File: src/rtl/mem_pkg.sv
// Shared encodings for the memory-access stage: FSM states, access sizes,
// funct3 load/store codes and writeback-select codes.
package mem_pkg;

  typedef enum logic {
    ST_IDLE = 1'b0,
    ST_WAIT = 1'b1
  } mem_state_t;

  typedef enum logic [1:0] {
    SZ_BYTE = 2'b00,
    SZ_HALF = 2'b01,
    SZ_WORD = 2'b10
  } access_size_t;

  localparam logic [2:0] F3_LB  = 3'b000;
  localparam logic [2:0] F3_LH  = 3'b001;
  localparam logic [2:0] F3_LW  = 3'b010;
  localparam logic [2:0] F3_LBU = 3'b100;
  localparam logic [2:0] F3_LHU = 3'b101;
  localparam logic [2:0] F3_SB  = 3'b000;
  localparam logic [2:0] F3_SH  = 3'b001;
  localparam logic [2:0] F3_SW  = 3'b010;

  localparam logic [1:0] WB_ALU   = 2'b00;
  localparam logic [1:0] WB_LOAD  = 2'b01;
  localparam logic [1:0] WB_PC4   = 2'b10;
  localparam logic [1:0] WB_UTYPE = 2'b11;

  // The low two funct3 bits give the size; unused encodings fall back to word.
  function automatic access_size_t access_size(input logic [2:0] funct3);
    case (funct3[1:0])
      F3_SB[1:0]: return SZ_BYTE;
      F3_SH[1:0]: return SZ_HALF;
      default:    return SZ_WORD;
    endcase
  endfunction

endpackage

File: src/rtl/load_align.sv
// Picks the addressed byte/half out of a read word and sign- or zero-extends it.
module load_align
  import mem_pkg::*;
(
  input  logic [31:0] rdata,
  input  logic [1:0]  addr_lo,
  input  logic [2:0]  funct3,
  output logic [31:0] load_data
);

  logic [7:0]  byte_lane;
  logic [15:0] half_lane;

  always_comb begin
    case (addr_lo)
      2'b00:   byte_lane = rdata[7:0];
      2'b01:   byte_lane = rdata[15:8];
      2'b10:   byte_lane = rdata[23:16];
      default: byte_lane = rdata[31:24];
    endcase
  end

  assign half_lane = addr_lo[1] ? rdata[31:16] : rdata[15:0];

  // Reserved encodings (011/110/111) behave like LW.
  always_comb begin
    case (funct3)
      F3_LB:   load_data = {{24{byte_lane[7]}}, byte_lane};
      F3_LH:   load_data = {{16{half_lane[15]}}, half_lane};
      F3_LBU:  load_data = {24'd0, byte_lane};
      F3_LHU:  load_data = {16'd0, half_lane};
      default: load_data = rdata;
    endcase
  end

endmodule

File: src/rtl/mem_access_unit.sv
// MEM stage: drives the data bus, stalls the pipeline while waiting for ack and
// registers the MEM/WB values. Define MEM_TIMEOUT_EN to abort hung accesses.
module mem_access_unit
  import mem_pkg::*;
#(
  parameter int unsigned TIMEOUT_CYCLES = 16
) (
  input  logic        clk,
  input  logic        rst_n,
  input  logic        mem_read_i,
  input  logic        mem_write_i,
  input  logic        reg_write_i,
  input  logic [1:0]  mem_to_reg_i,
  input  logic [31:0] alu_result_i,
  input  logic [31:0] rd2_i,
  input  logic [4:0]  wr_i,
  input  logic [2:0]  funct3_i,
  input  logic [31:0] pc_plus_four_i,
  input  logic [31:0] utype_res_i,
  output logic        dmem_req_o,
  output logic        dmem_we_o,
  output logic [31:0] dmem_addr_o,
  output logic [3:0]  dmem_be_o,
  output logic [31:0] dmem_wdata_o,
  input  logic        dmem_ack_i,
  input  logic [31:0] dmem_rdata_i,
  output logic        stall_o,
  output logic        misalign_o,
  output logic        timeout_o,
  output logic        mem_wb_reg_write_o,
  output logic [4:0]  mem_wb_wr_o,
  output logic [31:0] mem_wb_result_o
);

  mem_state_t   state;
  access_size_t size;
  logic         mem_access;
  logic         misaligned;
  logic         pending;
  logic         is_load;
  logic         commit;
  logic         timeout_hit;
  logic [31:0]  load_data;
  logic [31:0]  wb_result;

  assign size       = access_size(funct3_i);
  assign mem_access = mem_read_i | mem_write_i;
  assign is_load    = mem_read_i & ~mem_write_i;

  always_comb begin
    case (size)
      SZ_HALF: misaligned = alu_result_i[0];
      SZ_WORD: misaligned = |alu_result_i[1:0];
      default: misaligned = 1'b0;
    endcase
  end

  assign pending = mem_access & ~misaligned;

  // Bus fields come straight from the EX/MEM inputs, which the stall holds steady.
  assign dmem_req_o  = (state == ST_WAIT);
  assign dmem_we_o   = (state == ST_WAIT) & mem_write_i;
  assign dmem_addr_o = {alu_result_i[31:2], 2'b00};

  always_comb begin
    case (size)
      SZ_BYTE: begin
        dmem_be_o    = 4'b0001 << alu_result_i[1:0];
        dmem_wdata_o = {4{rd2_i[7:0]}};
      end
      SZ_HALF: begin
        dmem_be_o    = alu_result_i[1] ? 4'b1100 : 4'b0011;
        dmem_wdata_o = {2{rd2_i[15:0]}};
      end
      default: begin
        dmem_be_o    = 4'b1111;
        dmem_wdata_o = rd2_i;
      end
    endcase
  end

  load_align u_load_align (
    .rdata     (dmem_rdata_i),
    .addr_lo   (alu_result_i[1:0]),
    .funct3    (funct3_i),
    .load_data (load_data)
  );

  // Stores (including read+write together) have no load value to return.
  always_comb begin
    case (mem_to_reg_i)
      WB_ALU:  wb_result = alu_result_i;
      WB_LOAD: wb_result = is_load ? load_data : 32'd0;
      WB_PC4:  wb_result = pc_plus_four_i;
      default: wb_result = utype_res_i;
    endcase
  end

`ifdef MEM_TIMEOUT_EN
  logic [7:0] wait_cnt;

  assign timeout_hit = (state == ST_WAIT) && !dmem_ack_i &&
                       (wait_cnt == 8'(TIMEOUT_CYCLES - 1));

  always_ff @(negedge clk) begin
    if (!rst_n) begin
      wait_cnt <= '0;
    end else if (state == ST_IDLE) begin
      wait_cnt <= '0;
    end else begin
      wait_cnt <= wait_cnt + 8'd1;
    end
  end
`else
  assign timeout_hit = 1'b0;
`endif

  // The final timeout cycle drops the stall so the abandoned access leaves EX/MEM.
  assign stall_o = ((state == ST_IDLE) && pending) ||
                   ((state == ST_WAIT) && !dmem_ack_i && !timeout_hit);

  assign commit = ((state == ST_IDLE) && !mem_access) ||
                  ((state == ST_WAIT) && dmem_ack_i);

  always_ff @(negedge clk) begin
    if (!rst_n) begin
      state              <= ST_IDLE;
      misalign_o         <= 1'b0;
      timeout_o          <= 1'b0;
      mem_wb_reg_write_o <= 1'b0;
      mem_wb_wr_o        <= '0;
      mem_wb_result_o    <= '0;
    end else begin
      misalign_o         <= (state == ST_IDLE) && mem_access && misaligned;
      timeout_o          <= timeout_hit;
      mem_wb_reg_write_o <= commit & reg_write_i;
      mem_wb_wr_o        <= commit ? wr_i : 5'd0;
      mem_wb_result_o    <= commit ? wb_result : 32'd0;
      case (state)
        ST_IDLE: if (pending) state <= ST_WAIT;
        ST_WAIT: if (dmem_ack_i || timeout_hit) state <= ST_IDLE;
        default: state <= ST_IDLE;
      endcase
    end
  end

endmodule

File: config.mk
export PLATFORM = sky130hd
export DESIGN_NAME = mem_access_unit
export DESIGN_NICKNAME = d
export VERILOG_FILES = /design/src/rtl/mem_pkg.sv /design/src/rtl/load_align.sv /design/src/rtl/mem_access_unit.sv
export SDC_FILE = /design/constraint.sdc
export NUM_CORES = 1
export LEC_CHECK = 0
export CORE_AREA = 2 2 112 114
export DETAILED_ROUTE_END_ITERATION = 10
export DIE_AREA = 0 0 114 116
export MAX_ROUTING_LAYER = met4
export PLACE_DENSITY = 0.81
export SETUP_SLACK_MARGIN = 0.15
export SLEW_MARGIN = 20
export SYNTH_ARGS = -nofsm -noshare
export SYNTH_HDL_FRONTEND = slang
export SYNTH_SLANG_ARGS = --single-unit
File: constraint.sdc
create_clock -name clk -period 2.5 [get_ports clk]
set_input_delay 0.625 -clock clk [delete_from_list [all_inputs] [get_ports clk]]
set_output_delay 0.625 -clock clk [all_outputs]
set_load 0.1 [all_outputs]
==> metrics.csv <==
stage,metric,value,unit
run_status,status,finished with violations,
run_status,failing checks,negative setup slack,
setup_path,Critical Path End Type,output pin,
clock_network,CTS tree,done,
logic_synthesis,Seq cells post-synth,40,
global_routing,gr usage total,0.289,
logic_synthesis,mean area per synthesized cell,8.29,um2
die,Cell Rows,40,
layout,share of cells above drive strength 1,0.540,
global_routing,vias in the first global route,5413,
timing,final hold vios,0,
setup_path,CP Cell Sequence,"and2_4, buf_6, a21oi_4, buf_12",
die,chip width,114,um
logic_synthesis,Synth cell types,49,
pwr,Switching Share,0.464,
logic_synthesis,largest area contributor in the netlist,dfxtp_1,
drt,drt total wl,21600,um
setup_path,CP Max Fanout,2,
clock_network,Clock Sinks,40,
logic_synthesis,cell area after synthesis,3320,um2
global_routing,first-pass GRT wire length,28700,um
pwr,Internal,2.20,mW
die,Initial Utilization,0.278,
timing,clk_skew,0.0578,ns
setup_path,"Buf+Inv Stages, Crit Path",2,
setup_path,slowest cell on the critical path,dfxtp_4,
pwr,Sw Pwr,1.91,mW
clock_network,Num CTS Buffers,5,
die,IO Pins,287,
pwr,power density over cell area,433,nW/um2
flow_run,max_cap viols,0,
clock_network,Root Driver,clkbuf_16,
pwr,Clk network pwr share,0.270,
layout,"most common cell after layout, fill and taps aside",clkdlybuf4s50_1,
timing,# setup viols final,81,
setup_path,"Req. time, crit path",1.88,ns
die,core footprint,11900,um2
placed_design,hpwl dp,14600,um
setup_path,CP top delay family,flip-flops,
clock_network,Post-CTS Hold Fix Bufs,0,
setup_path,CP Launch Type,flip-flop,
min_path,Worst Hold Class,reg2reg,
setup_path,crit-path max cell delay,0.33,ns
placed_design,pre-CTS setup slack,-1.07,ns
timing,RSZ-0062 raised after global routing,true,
timing,final setup margin,-0.638,ns
timing,setup TNS,-17.05,ns
drt,Via Count,5066,
drt,vias per cell,5.52,
pwr,Reg power frac,0.165,
layout,"commonest non-fill, non-tap cells in the layout","clkdlybuf4s50_1 (124), buf_12 (120), buf_4 (70), inv_1 (43), dfxtp_4 (40)",
drt,DRT iter0 DRCs,456,
clock_network,H-tree Lvls,2,
placed_design,Port Buffers,283,
die,Die ar.,13200,um2
drt,detailed-route wire length per cell,23.6,um
clock_network,Clock Path Buffers,2,
setup_path,WS Path Type,reg2out,
placed_design,GPL Wtd Cong,0.985,
layout,post-layout util,0.797,
die,Die Y,116,um
logic_synthesis,Post-Syn Instances,400,
layout,Synth-to-Final Area Change,186,%
pwr,total power,4.11,mW
timing,WHS,0.576,ns
logic_synthesis,"Seq/Total Area, Yosys",0.241,
global_routing,GRT overflow,0,
logic_synthesis,synth warn,0,
clock_network,"Clk Latency, worst-skew pair",0.42,ns
pwr,power share of the combinational group,0.566,
setup_path,CP Data Arrival Time,2.51,ns
logic_synthesis,ranking of synthesized cells by area,"dfxtp_1 (24%), buf_4 (10%), mux2i_1 (8.4%)",
global_routing,initial antenna violation count,2,
drt,DRT Pass-1 Iters,5,
clock_network,clock-pin slew on the worst setup and hold paths,0.04,ns
pwr,VDD IR max,0.258,mV
drt,post-route ant nets,0,
global_routing,largest net degree at the start of global routing,29,
logic_synthesis,area share of the leading cell type in the synthesized netlist,0.241,
layout,fin nets,943,
timing,fin. max-slew vios,0,
pwr,static power due to leakage,4.00,nW
drt,DRC,0,
Yosys cell counts (all sizes together):
master and n:
nand3 2, a21o 2, a21boi 1, mux2 16
o31ai 1, a21oi 36, a2111oi 1, a31o 1
o22ai 3, nand2b 4, a22o 6, nand4bb 1
clkbuf 12, nor2b 8, nand2 20, mux2i 28
nor4 1, buf 61, a2bb2oi 6, a22oi 1
or2 1, mux4 1, inv 8, dfxtp 40
o21a 22, o221ai 6, a211o 3, nor4b 1
a221oi 17, o21ai 46, a221o 6, a31oi 10
and4bb 1, and2 8, nor3 1, and2b 1
nor2 13, conb 1, a222oi 1, a211oi 2
layout make-up:
type	instances	area, um2
Clock buffer	5	125
Tap cell	147	184
Fill cell	624	2420
Timing Repair Buffer	392	5100
Multi-Input combinational cell	281	2900
Inverter	7	31.3
Antenna cell	2	5.00
Sequential cell	40	951
Clock inverter	43	195
final timing paths:
kind,end,slack [ns],from,cells past startpoint
setup / recovery,stall_o,-0.64,dmem_req_o$_SDFF_NN0_,4
hold / removal,dmem_req_o$_SDFF_NN0_,0.58,dmem_req_o$_SDFF_NN0_,2
setup reg to reg,mem_wb_result_o[13]$_SDFF_NN0_,0.83,dmem_req_o$_SDFF_NN0_,7
hold reg to reg,dmem_req_o$_SDFF_NN0_,0.58,dmem_req_o$_SDFF_NN0_,2
kinds of logic (layout without fill, tap and decap cells):
| family | after synthesis | count (layout) | share of synthesized area |
|---|---|---|---|
| other | 1 | 5 | 0.00113 |
| flip-flops | 40 | 40 | 0.241 |
| multiplexers | 45 | 45 | 0.146 |
| buffers and inverters | 81 | 447 | 0.158 |
| AO/OA/AOI/OAI | 171 | 171 | 0.343 |
| AND/OR/NAND/NOR | 62 | 62 | 0.111 |
state kept, by name, summed over array words and instances, names as in the netlist:
name / flops
mem_wb_result_o: 32
mem_wb_wr_o: 5
dmem_req_o: 1
mem_wb_reg_write_o: 1
misalign_o: 1
repair_timing:
item                                   in CTS  in global routing
pin swaps                                  25                 24
gates resized for setup                   173                 99
gates cloned                                6                  1
buffers inserted                           10                  3
setup endpoints to repair                 110                103
endpoints found under the hold margin       0                  0
worst reg2reg max path: stages, from the launching register on:
cell,delay [ns]
dfxtp_4,0.33
buf_4,0.15
buf_4,0.16
nor4b_4,0.26
buf_4,0.17
a31oi_4,0.05
a221o_1,0.33
a31oi_1,0.15
metrics by stage:
step                      std cells  cell area (um2)
after floorplan                 402             3900
after global placement          848             8080
after detailed placement        848             8080
after CTS                       911             8960
after global routing            917             9490
final                           917             9490
power groups by stage:
stage / clock (mW) / combinational [mW] / sequential (mW)
2_1_floorplan: 0.0986 / 0.961 / 0.891
3_3_place_gp: 0.0986 / 2.04 / 0.684
3_5_place_dp: 0.0986 / 2.07 / 0.686
4_1_cts: 1.05 / 2.19 / 0.677
5_1_grt: 1.18 / 2.38 / 0.678
6_report: 1.11 / 2.32 / 0.677
metal layers:
metal	track usage	routed length, um	vias to the layer above
met4	0.108	874	0
met5	-	0	-
li1	-	-	2203
met1	0.275	7110	2429
met2	0.562	11800	369
met3	0.0680	1840	65
No activity file was read; power rests on OpenSTA's default activity.
